--- src/rtl/button_event_arbiter.sv ---
// Purpose: per-channel button synchroniser + debouncer feeding a round-robin press-event arbiter.
// Latency: debounced press (btn_state rise at edge E) -> evt_valid at E+2 when idle; max one event per 2 cycles.
// Backpressure: offered event held until evt_ready; a repeat press of a still-pending channel merges and pulses overflow.
// Ports: clock, rst_n (async active-low); btn_in raw buttons; btn_state debounced levels;
//        evt_valid/evt_ready/evt_id/evt_long event handshake; overflow one-cycle lost-press pulse.
// Option: define BUTTON_EVENT_LONG_PRESS_EN to add long-press events (evt_long=1) after LONG_COUNT hold cycles.
module button_event_arbiter #(
   parameter int N_BUTTONS    = 4,
   parameter int SYNC_BITS    = 3,
   parameter int STABLE_COUNT = 270000,
   parameter int LONG_COUNT   = 27000000,
   localparam int IDW = (N_BUTTONS > 2) ? $clog2(N_BUTTONS) : 1
) (
   input  logic                 clock,
   input  logic                 rst_n,
   input  logic [N_BUTTONS-1:0] btn_in,
   output logic [N_BUTTONS-1:0] btn_state,
   output logic                 evt_valid,
   input  logic                 evt_ready,
   output logic [IDW-1:0]       evt_id,
   output logic                 evt_long,
   output logic                 overflow
);

   localparam int CW = (STABLE_COUNT > 1) ? $clog2(STABLE_COUNT) : 1;

   if (N_BUTTONS < 2 || N_BUTTONS > 16 || SYNC_BITS < 2 || STABLE_COUNT < 1 || LONG_COUNT < 1)
   begin : g_param_check
      $error("button_event_arbiter: parameter out of range");
   end

   typedef enum logic {ST_IDLE, ST_OFFER} arb_state_t;

   logic [SYNC_BITS-1:0] sync_q [N_BUTTONS];
   logic [CW-1:0]        db_cnt [N_BUTTONS];
   logic [N_BUTTONS-1:0] btn_prev;
   logic [N_BUTTONS-1:0] rise;
   logic [N_BUTTONS-1:0] pending;
   logic [N_BUTTONS-1:0] req;
   logic [N_BUTTONS-1:0] sel_onehot;
   logic [N_BUTTONS-1:0] grant_short;
   logic [N_BUTTONS-1:0] grant_long;
   logic [N_BUTTONS-1:0] long_hit;
   logic [IDW-1:0]       last_grant;
   logic [IDW-1:0]       sel;
   logic [IDW-1:0]       cand;
   logic                 sel_found;
   logic                 grant_now;
   arb_state_t           arb_state;
   int                   rr_idx;

   // Synchroniser and debounce: only the last sync stage is looked at.
   // The counter measures how long the synced level has disagreed with btn_state.
   always_ff @(posedge clock or negedge rst_n) begin
      if (!rst_n) begin
         for (int i = 0; i < N_BUTTONS; i++) begin
            sync_q[i] <= '0;
            db_cnt[i] <= '0;
         end
         btn_state <= '0;
         btn_prev  <= '0;
      end else begin
         btn_prev <= btn_state;
         for (int i = 0; i < N_BUTTONS; i++) begin
            sync_q[i] <= {sync_q[i][SYNC_BITS-2:0], btn_in[i]};
            if (sync_q[i][SYNC_BITS-1] == btn_state[i]) begin
               db_cnt[i] <= '0;
            end else if (db_cnt[i] == CW'(STABLE_COUNT - 1)) begin
               db_cnt[i]    <= '0;
               btn_state[i] <= ~btn_state[i];
            end else begin
               db_cnt[i] <= db_cnt[i] + CW'(1);
            end
         end
      end
   end

   assign rise = btn_state & ~btn_prev;

`ifdef BUTTON_EVENT_LONG_PRESS_EN
   localparam int LW = $clog2(LONG_COUNT + 1);

   logic [LW-1:0]        hold_cnt [N_BUTTONS];
   logic [N_BUTTONS-1:0] pending_long;
   logic                 evt_long_q;

   // The hold counter saturates at LONG_COUNT, so the hit fires once per hold.
   always_comb begin
      long_hit = '0;
      for (int i = 0; i < N_BUTTONS; i++) begin
         long_hit[i] = btn_state[i] && (hold_cnt[i] == LW'(LONG_COUNT - 1));
      end
   end

   always_ff @(posedge clock or negedge rst_n) begin
      if (!rst_n) begin
         for (int i = 0; i < N_BUTTONS; i++) begin
            hold_cnt[i] <= '0;
         end
         pending_long <= '0;
      end else begin
         for (int i = 0; i < N_BUTTONS; i++) begin
            if (!btn_state[i]) begin
               hold_cnt[i] <= '0;
            end else if (hold_cnt[i] != LW'(LONG_COUNT)) begin
               hold_cnt[i] <= hold_cnt[i] + LW'(1);
            end
         end
         pending_long <= (pending_long & ~grant_long) | long_hit;
      end
   end

   assign req      = pending | pending_long;
   assign evt_long = evt_long_q;
`else
   assign long_hit = '0;
   assign req      = pending;
   assign evt_long = 1'b0;
`endif

   // Round-robin pick: first requester at or after last_grant+1, wrapping.
   always_comb begin
      sel       = '0;
      sel_found = 1'b0;
      rr_idx    = 0;
      cand      = '0;
      for (int k = 1; k <= N_BUTTONS; k++) begin
         rr_idx = (int'(last_grant) + k) % N_BUTTONS;
         cand   = IDW'(rr_idx);
         if (!sel_found && req[cand]) begin
            sel       = cand;
            sel_found = 1'b1;
         end
      end
   end

   assign grant_now   = (arb_state == ST_IDLE) && sel_found;
   assign sel_onehot  = N_BUTTONS'(1) << sel;
   // A short event on the chosen channel always goes before its long event.
   assign grant_short = (grant_now &&  pending[sel]) ? sel_onehot : '0;
   assign grant_long  = (grant_now && !pending[sel]) ? sel_onehot : '0;

   // A new press on the same edge as its grant re-arms pending (set wins, no overflow).
   always_ff @(posedge clock or negedge rst_n) begin
      if (!rst_n) begin
         pending  <= '0;
         overflow <= 1'b0;
      end else begin
         pending  <= (pending & ~grant_short) | rise;
`ifdef BUTTON_EVENT_LONG_PRESS_EN
         overflow <= (|(rise & pending & ~grant_short)) ||
                     (|(long_hit & pending_long & ~grant_long));
`else
         overflow <= |(rise & pending & ~grant_short);
`endif
      end
   end

   always_ff @(posedge clock or negedge rst_n) begin
      if (!rst_n) begin
         arb_state  <= ST_IDLE;
         evt_valid  <= 1'b0;
         evt_id     <= '0;
         last_grant <= IDW'(N_BUTTONS - 1);
`ifdef BUTTON_EVENT_LONG_PRESS_EN
         evt_long_q <= 1'b0;
`endif
      end else if (arb_state == ST_IDLE) begin
         if (sel_found) begin
            evt_id     <= sel;
            evt_valid  <= 1'b1;
            last_grant <= sel;
            arb_state  <= ST_OFFER;
`ifdef BUTTON_EVENT_LONG_PRESS_EN
            evt_long_q <= !pending[sel];
`endif
         end
      end else if (evt_ready) begin
         evt_valid <= 1'b0;
         arb_state <= ST_IDLE;
      end
   end

endmodule

--- config.mk ---
export PLATFORM = sky130hd
export DESIGN_NAME = button_event_arbiter
export DESIGN_NICKNAME = d
export VERILOG_FILES = /design/src/rtl/button_event_arbiter.sv
export SDC_FILE = /design/constraint.sdc
export NUM_CORES = 1
export LEC_CHECK = 0
export CAP_MARGIN = 20
export CORE_MARGIN = 10
export CORE_UTILIZATION = 60
export CTS_BUF_LIST = sky130_fd_sc_hd__clkbuf_4
export DETAILED_ROUTE_END_ITERATION = 8
export PLACE_DENSITY = 0.78
export SETUP_SLACK_MARGIN = 0.3
export SYNTH_ARGS = -nofsm -noshare
export SYNTH_HDL_FRONTEND = slang
export SYNTH_SLANG_ARGS = --single-unit
--- constraint.sdc ---
create_clock -name clock -period 2.7 [get_ports clock]
set_input_delay 0.81 -clock clock [delete_from_list [all_inputs] [get_ports clock]]
set_output_delay 0.81 -clock clock [all_outputs]
set_load 0.005 [all_outputs]
# Yosys cells after proc, flatten, opt, wreduce, memory -nomap -nowiden
# Cells that the tools add are included.
[word_totals] input_bits=7 output_inout_bits=9 word_cells=107 regBits=107
[classes] bitwise_logic=16 n_eq_ne=9 n_shift=1 n_lt_le_gt_ge=5 add_sub_neg=8 mux=33 reduce_logical=16
[op_table] cell="2-to-1 mux 19 bit" count=8
[op_table] cell="adder 19 x 1 -> 19 bit, second input constant" count=4
[op_table] cell="== test 19 bit, second input constant" count=4
[op_table] cell="AND 4 bit" count=4
[op_table] cell="< comparator 2 x 3 -> 1 bit, second input constant" count=5
[op_table] cell="2-to-1 mux 1 bit" count=15
[op_table] cell="AND reduction 2 bit" count=6
[op_table] cell="binary-select mux 1 bit (select 2 bit)" count=5
[op_table] cell="NOT 1 bit" count=9
[op_table] cell="2-to-1 mux 2 bit" count=4
[op_table] cell="NOT 4 bit" count=2
[op_table] cell="logical AND 1 bit" count=5
[op_table] cell="adder 2 x 1 -> 2 bit, second input constant" count=2
[op_table] cell="adder 2 bit, second input constant" count=2
[op_table] cell="== test 1 bit" count=4
[op_table] cell="2-to-1 mux 4 bit" count=1
[op_table] cell="bitwise OR 4 bit" count=1
[op_table] cell="OR reduction 4 bit" count=1
[op_table] cell="left shift 1 x 2 -> 4 bit, first input constant" count=1
[op_table] cell="zero test 1 bit" count=3
[op_table] cell="!= test 2 bit, second input constant" count=1
[op_table] cell="nonzero test 2 bit" count=1

# Depth between registers and ports, before layout
[depth] ltp_word=20 mapped_depth=9

# Worst setup path after synthesis
# OpenSTA, ideal clock, no wires.
[synth_path] path_type="reg2reg" startpoint="reg last_grant[1]" endpoint="reg overflow" path_stages_with_launch=7 path_buffers=1 path_slack_ns=0.802 t_arrival_ns=1.757 path_cell_list="dfstp_2 > clkbuf_1 > a211oi_1 > or4_4 > o21ai_0 > o22a_1 > o221ai_1"
[synth_between] elab_chain_cells=20
[synth_rtl] item="start, declared" line="44" text="logic [IDW-1:0] last_grant;"
[synth_rtl] item="start signal, assigned" line="164" text="last_grant <= IDW'(N_BUTTONS - 1);"
[synth_rtl] item="start signal, assigned" line="172" text="last_grant <= sel;"
[synth_rtl] item="adder 2 x 1 -> 2 bit" line="128" text="rr_idx = (int'(last_grant) + k) % N_BUTTONS;"
[synth_rtl] item="binary-select mux 1 bit (select 2 bit)" line="130" text="if (!sel_found && req[cand]) begin"
[synth_rtl] item="2-to-1 mux 1 bit (implied by the code)" line="130"
[synth_rtl] item="2-to-1 mux 1 bit" line="130"
[synth_rtl] item="zero test 1 bit" line="130"
[synth_rtl] item="logical AND 1 bit" line="130"
[synth_rtl] item="2-to-1 mux 1 bit" line="130"
[synth_rtl] item="zero test 1 bit" line="130"
[synth_rtl] item="[4 not listed]"
[synth_rtl] item="2-to-1 mux 2 bit" line="130"
[synth_rtl] item="binary-select mux 1 bit (select 2 bit)"
[synth_rtl] item="2-to-1 mux 1 bit"
[synth_rtl] item="logical AND 1 bit" line="140" text="assign grant_short = (grant_now && pending[sel]) ? sel_onehot : '0;"
[synth_rtl] item="2-to-1 mux 4 bit (*)" line="140"
[synth_rtl] item="NOT 4 bit (*)" line="154" text="overflow <= |(rise & pending & ~grant_short);"
[synth_rtl] item="AND 4 bit (*)" line="154"
[synth_rtl] item="OR reduction 4 bit (*)" line="154"
[synth_rtl] item="end signal, assigned" line="154"
[synth_rtl] item="end, declared" line="22" text="output logic overflow"
# Mark *: on every way between the ends. The rest lies on a longest branch, timed or not. The select of a mux whose other input is x is not followed.
# A chain may end at the register's enable or synchronous reset.

# Worst setup path in the final report
[layout_path] startpoint="reg btn_state[1]" endpoint="out btn_state[1]"
[layout_rtl] item="start, declared" line="17" text="output logic [N_BUTTONS-1:0] btn_state,"
[layout_rtl] item="start signal, assigned by index" line="70" text="btn_state[i] <= ~btn_state[i];"
# No word-level cell between the ends.

==> flow_summary_export.csv <==
group,metric,value,unit
outcome,status,"complete, no violations",
placed_design,io_buffer_count,14,
pwr,clock_power_share,29.4,%
die,initial_core_util,61.5,%
critical_path,cpPeakStageDelay,550,ps
pwr,peakVddDrop,0.297,mV
routing,drcViolationCount,0,
grt,grtUsageTotal,14.0,%
timing,final_min_period_over_clock_period,84.5,%
clock_network,clockBufferDepth,2,
layout,layout_overhead_on_the_synthesized_area,7.11,%
critical_path,cp.arrival,1470,ps
die,io_pins,16,
pwr,power.density,483,nW/um^2
timing,fin_setup_tns,0,ps
synthesis,async_flop_share,100,%
routing,drt-wirelength-per-cell,13.1,um
clock_network,cts_sinks,107,
critical_path,timing.setup.critical_path_class,"reg2out",
layout,layout.cells.most_common_list,"sky130_fd_sc_hd__dfrtp_1 (105), sky130_fd_sc_hd__nor2_1 (92), sky130_fd_sc_hd__xor2_1 (41)",
grt,number_of_global_route_vias_before_repair,3019,
synthesis,syn_area_per_cell,10.5,sq um
grt,grt_pass1_wl,13.5,mm
pwr,share_comb_of_total_power,3.8,%
timing,finClkSkew,24.3,ps
timing,final.setup.worst_slack,420,ps
synthesis,synth_fp_nets,464,
grt,antenna_violations_before_repair,0,
critical_path,setup.worst_path.end_class,"primary output",
synthesis,synth.yosys.warnings,0,
pwr,internal_power,1.85,mW
layout,summed_area_of_non_filler_cells_in_the_final_layout,5090,sq um
timing,max_transition_margin,62.1,%
critical_path,path_cells,"clkdlybuf4s50_1",
timing,maxSlewViolCount,0,
timing,setup_viol,0,
pwr,seq_power_share,66.9,%
timing,clock.fmax,439,MHz
pwr,sw_frac_of_total,24.6,%
die,core_region_area,7730,sq um
timing,grt_setup_unrepaired,"false",
placed_design,place_ws,524,ps
pwr,net-switching-power,604,uW
critical_path,crit_fanout,5,
grt,grt_overflow,0,
placed_design,routability_cong,0.827,
clock_network,tritoncts_clock_tree,"built",
layout,drive_gt1_share,6.53,%
die,dieArea,11900,sq um
critical_path,r2r_start,"db_cnt[19]",
critical_path,crit_path_start_kind,"flip-flop",
job,maxcap_viol_count,0,
timing,final-hold-violation-count,0,
routing,vias,3074,
layout,layout_commonest_cell,"sky130_fd_sc_hd__dfrtp_1",
pwr,power.static_leakage,2.29,nW
clock_network,cts-buffers-inserted,9,
synthesis,synth_edf_count,0,
routing,postRouteWirelength,7.55,mm
critical_path,critical_path_buf_inv_count,1,
synthesis,synthCells,453,
synthesis,post_synth_instance_area,4750,sq um
critical_path,crit_family,"buffers and inverters",
routing,drt_initial_violations,124,
clock_network,clk_root_buffer_cell,"sky130_fd_sc_hd__clkbuf_4",
placed_design,hpwlAfterDp,5.20,mm
critical_path,cpMaxStageDelayCell,"sky130_fd_sc_hd__clkdlybuf4s50_1",
layout,nNetsFinal,481,
die,floorplan.die.height,109,um
timing,finalCriticalPeriod,2280,ps
critical_path,r2r_setup_slack,630,ps
synthesis,ys_seq_elements,107,
clock_network,h-tree-depth,3,
layout,antenna_cells_inserted,0,
routing,detailedRoute.firstPassIterationCount,4,
synthesis,yosys.cell_types.count,43,
critical_path,r2r-end,"db_cnt[22]",
worst_hold_path,hold_path.class,"in2async",
timing,worst_slew_pin_slew,568,ps
routing,via_count_normalized_by_instance_count,5.33,
critical_path,cp_data_required_time,1890,ps
layout,finish.utilization,65.9,%
routing,antenna_viol_nets_final,0,
clock_network,insertion_delay_to_the_later_sink_of_the_worst_skew_pair,460,ps
grt,grt_start_max_net_pins,44,
critical_path,r2r.worst_path.cells,8,
clock_network,clk_pin_slew,170,ps
synthesis,synth_top_flop_cell,"sky130_fd_sc_hd__dfrtp_1",
critical_path,critical_path_depth,1,
die,chipWidth,109,um
pwr,total_power,2.46,mW
clock_network,ctsHoldBuffers,0,
placed_design,detailed_place.area,4970,sq um
die,floorplan.rows,32,
synthesis,synth_seq_area_share,56.4,%
-- worst max-delay path by stage --
stage / startpoint / to / slack (ps)
global placement: db_cnt[42] / db_cnt[53] / 590
floorplan: last_grant[1] / overflow / 800
finish: btn_state[1] / btn_state[1] / 420
global route: btn_state[2] / btn_state[2] / 340
CTS: btn_state[2] / btn_state[2] / 400
detailed placement: db_cnt[42] / db_cnt[49] / 520
-- state kept, by name (all words and copies together), names as in the netlist --
name,count
last_grant,2
overflow,1
btn_state,4
pending,4
evt_id,2
btn_prev,4
evt_valid,1
arb_state,1
db_cnt,76
sync_q,12
-- stage by stage --
stage,std cells,hold WS [ps]
floorplan,453,331
global placement,561,332
detailed placement,561,337
CTS,577,318
global route,577,339
finish,577,309
-- Yosys cell counts, types with 4 or more instances --
library cell               number  area share (%)
sky130_fd_sc_hd__a21oi_1        6            0.63
sky130_fd_sc_hd__and2_1         4            0.53
sky130_fd_sc_hd__and3_1        20             2.6
sky130_fd_sc_hd__and4_1         7             1.3
sky130_fd_sc_hd__buf_2          4            0.42
sky130_fd_sc_hd__dfrtp_1      105              55
sky130_fd_sc_hd__ha_1           4             1.1
sky130_fd_sc_hd__inv_1         10            0.79
sky130_fd_sc_hd__mux2_2         4            0.95
sky130_fd_sc_hd__nand2_1       32             2.5
sky130_fd_sc_hd__nand2b_1       7            0.92
sky130_fd_sc_hd__nand3_1       22             2.3
sky130_fd_sc_hd__nand4_1       14             1.8
sky130_fd_sc_hd__nor2_1        92             7.3
sky130_fd_sc_hd__nor4b_1        4            0.74
sky130_fd_sc_hd__o21ai_0       10             1.1
sky130_fd_sc_hd__xnor2_1       28             5.2
sky130_fd_sc_hd__xor2_1        41             7.6
-- logic make-up after synthesis --
kind of cell / synth area share (%)
flops: 56.4
simple gates: 23.1
xor+xnor: 12.7
mux: 1.16
compound gates: 3.00
fa+ha+maj: 1.05
other cells: 0.0789
buf+inv: 2.50
-- power by group through the flow --
stage / Clock (mW) / Sequential [mW] / Combinational (mW)
after floorplan: 0 / 1.67 / 0.0517
after global routing: 0.802 / 1.65 / 0.110
after global placement: 0 / 1.67 / 0.0938
after CTS: 0.743 / 1.64 / 0.0965
final: 0.722 / 1.64 / 0.0928
after detailed placement: 0 / 1.67 / 0.0959
-- cell type report --
cell class | count | area, sq um
clock buffers | 9 | 67.6
inverters | 10 | 37.5
clock inverters | 7 | 51.3
flip-flops and latches | 107 | 2680
repair buffers | 17 | 173
well taps | 102 | 128
fillers | 604 | 2640
multi-input cells | 325 | 1950
-- metal layers --
metal	share of wire (%)	wire length, um	GRT usage, %	up-vias
met4	1.8	139	6.21	0
li1	-	-	-	1544
met3	2.9	217	2.77	9
met2	46	3500	21.6	28
met1	49	3700	18.8	1493
met5	0	0	0	-
-- timing repair --
item | in CTS | in global routing
gates resized for setup | 0 | 1
endpoints found under the hold margin | 0 | 0
endpoints found under the setup margin | 0 | 19
buffers inserted | 0 | 0
No activity file was read; power rests on OpenSTA's default activity.
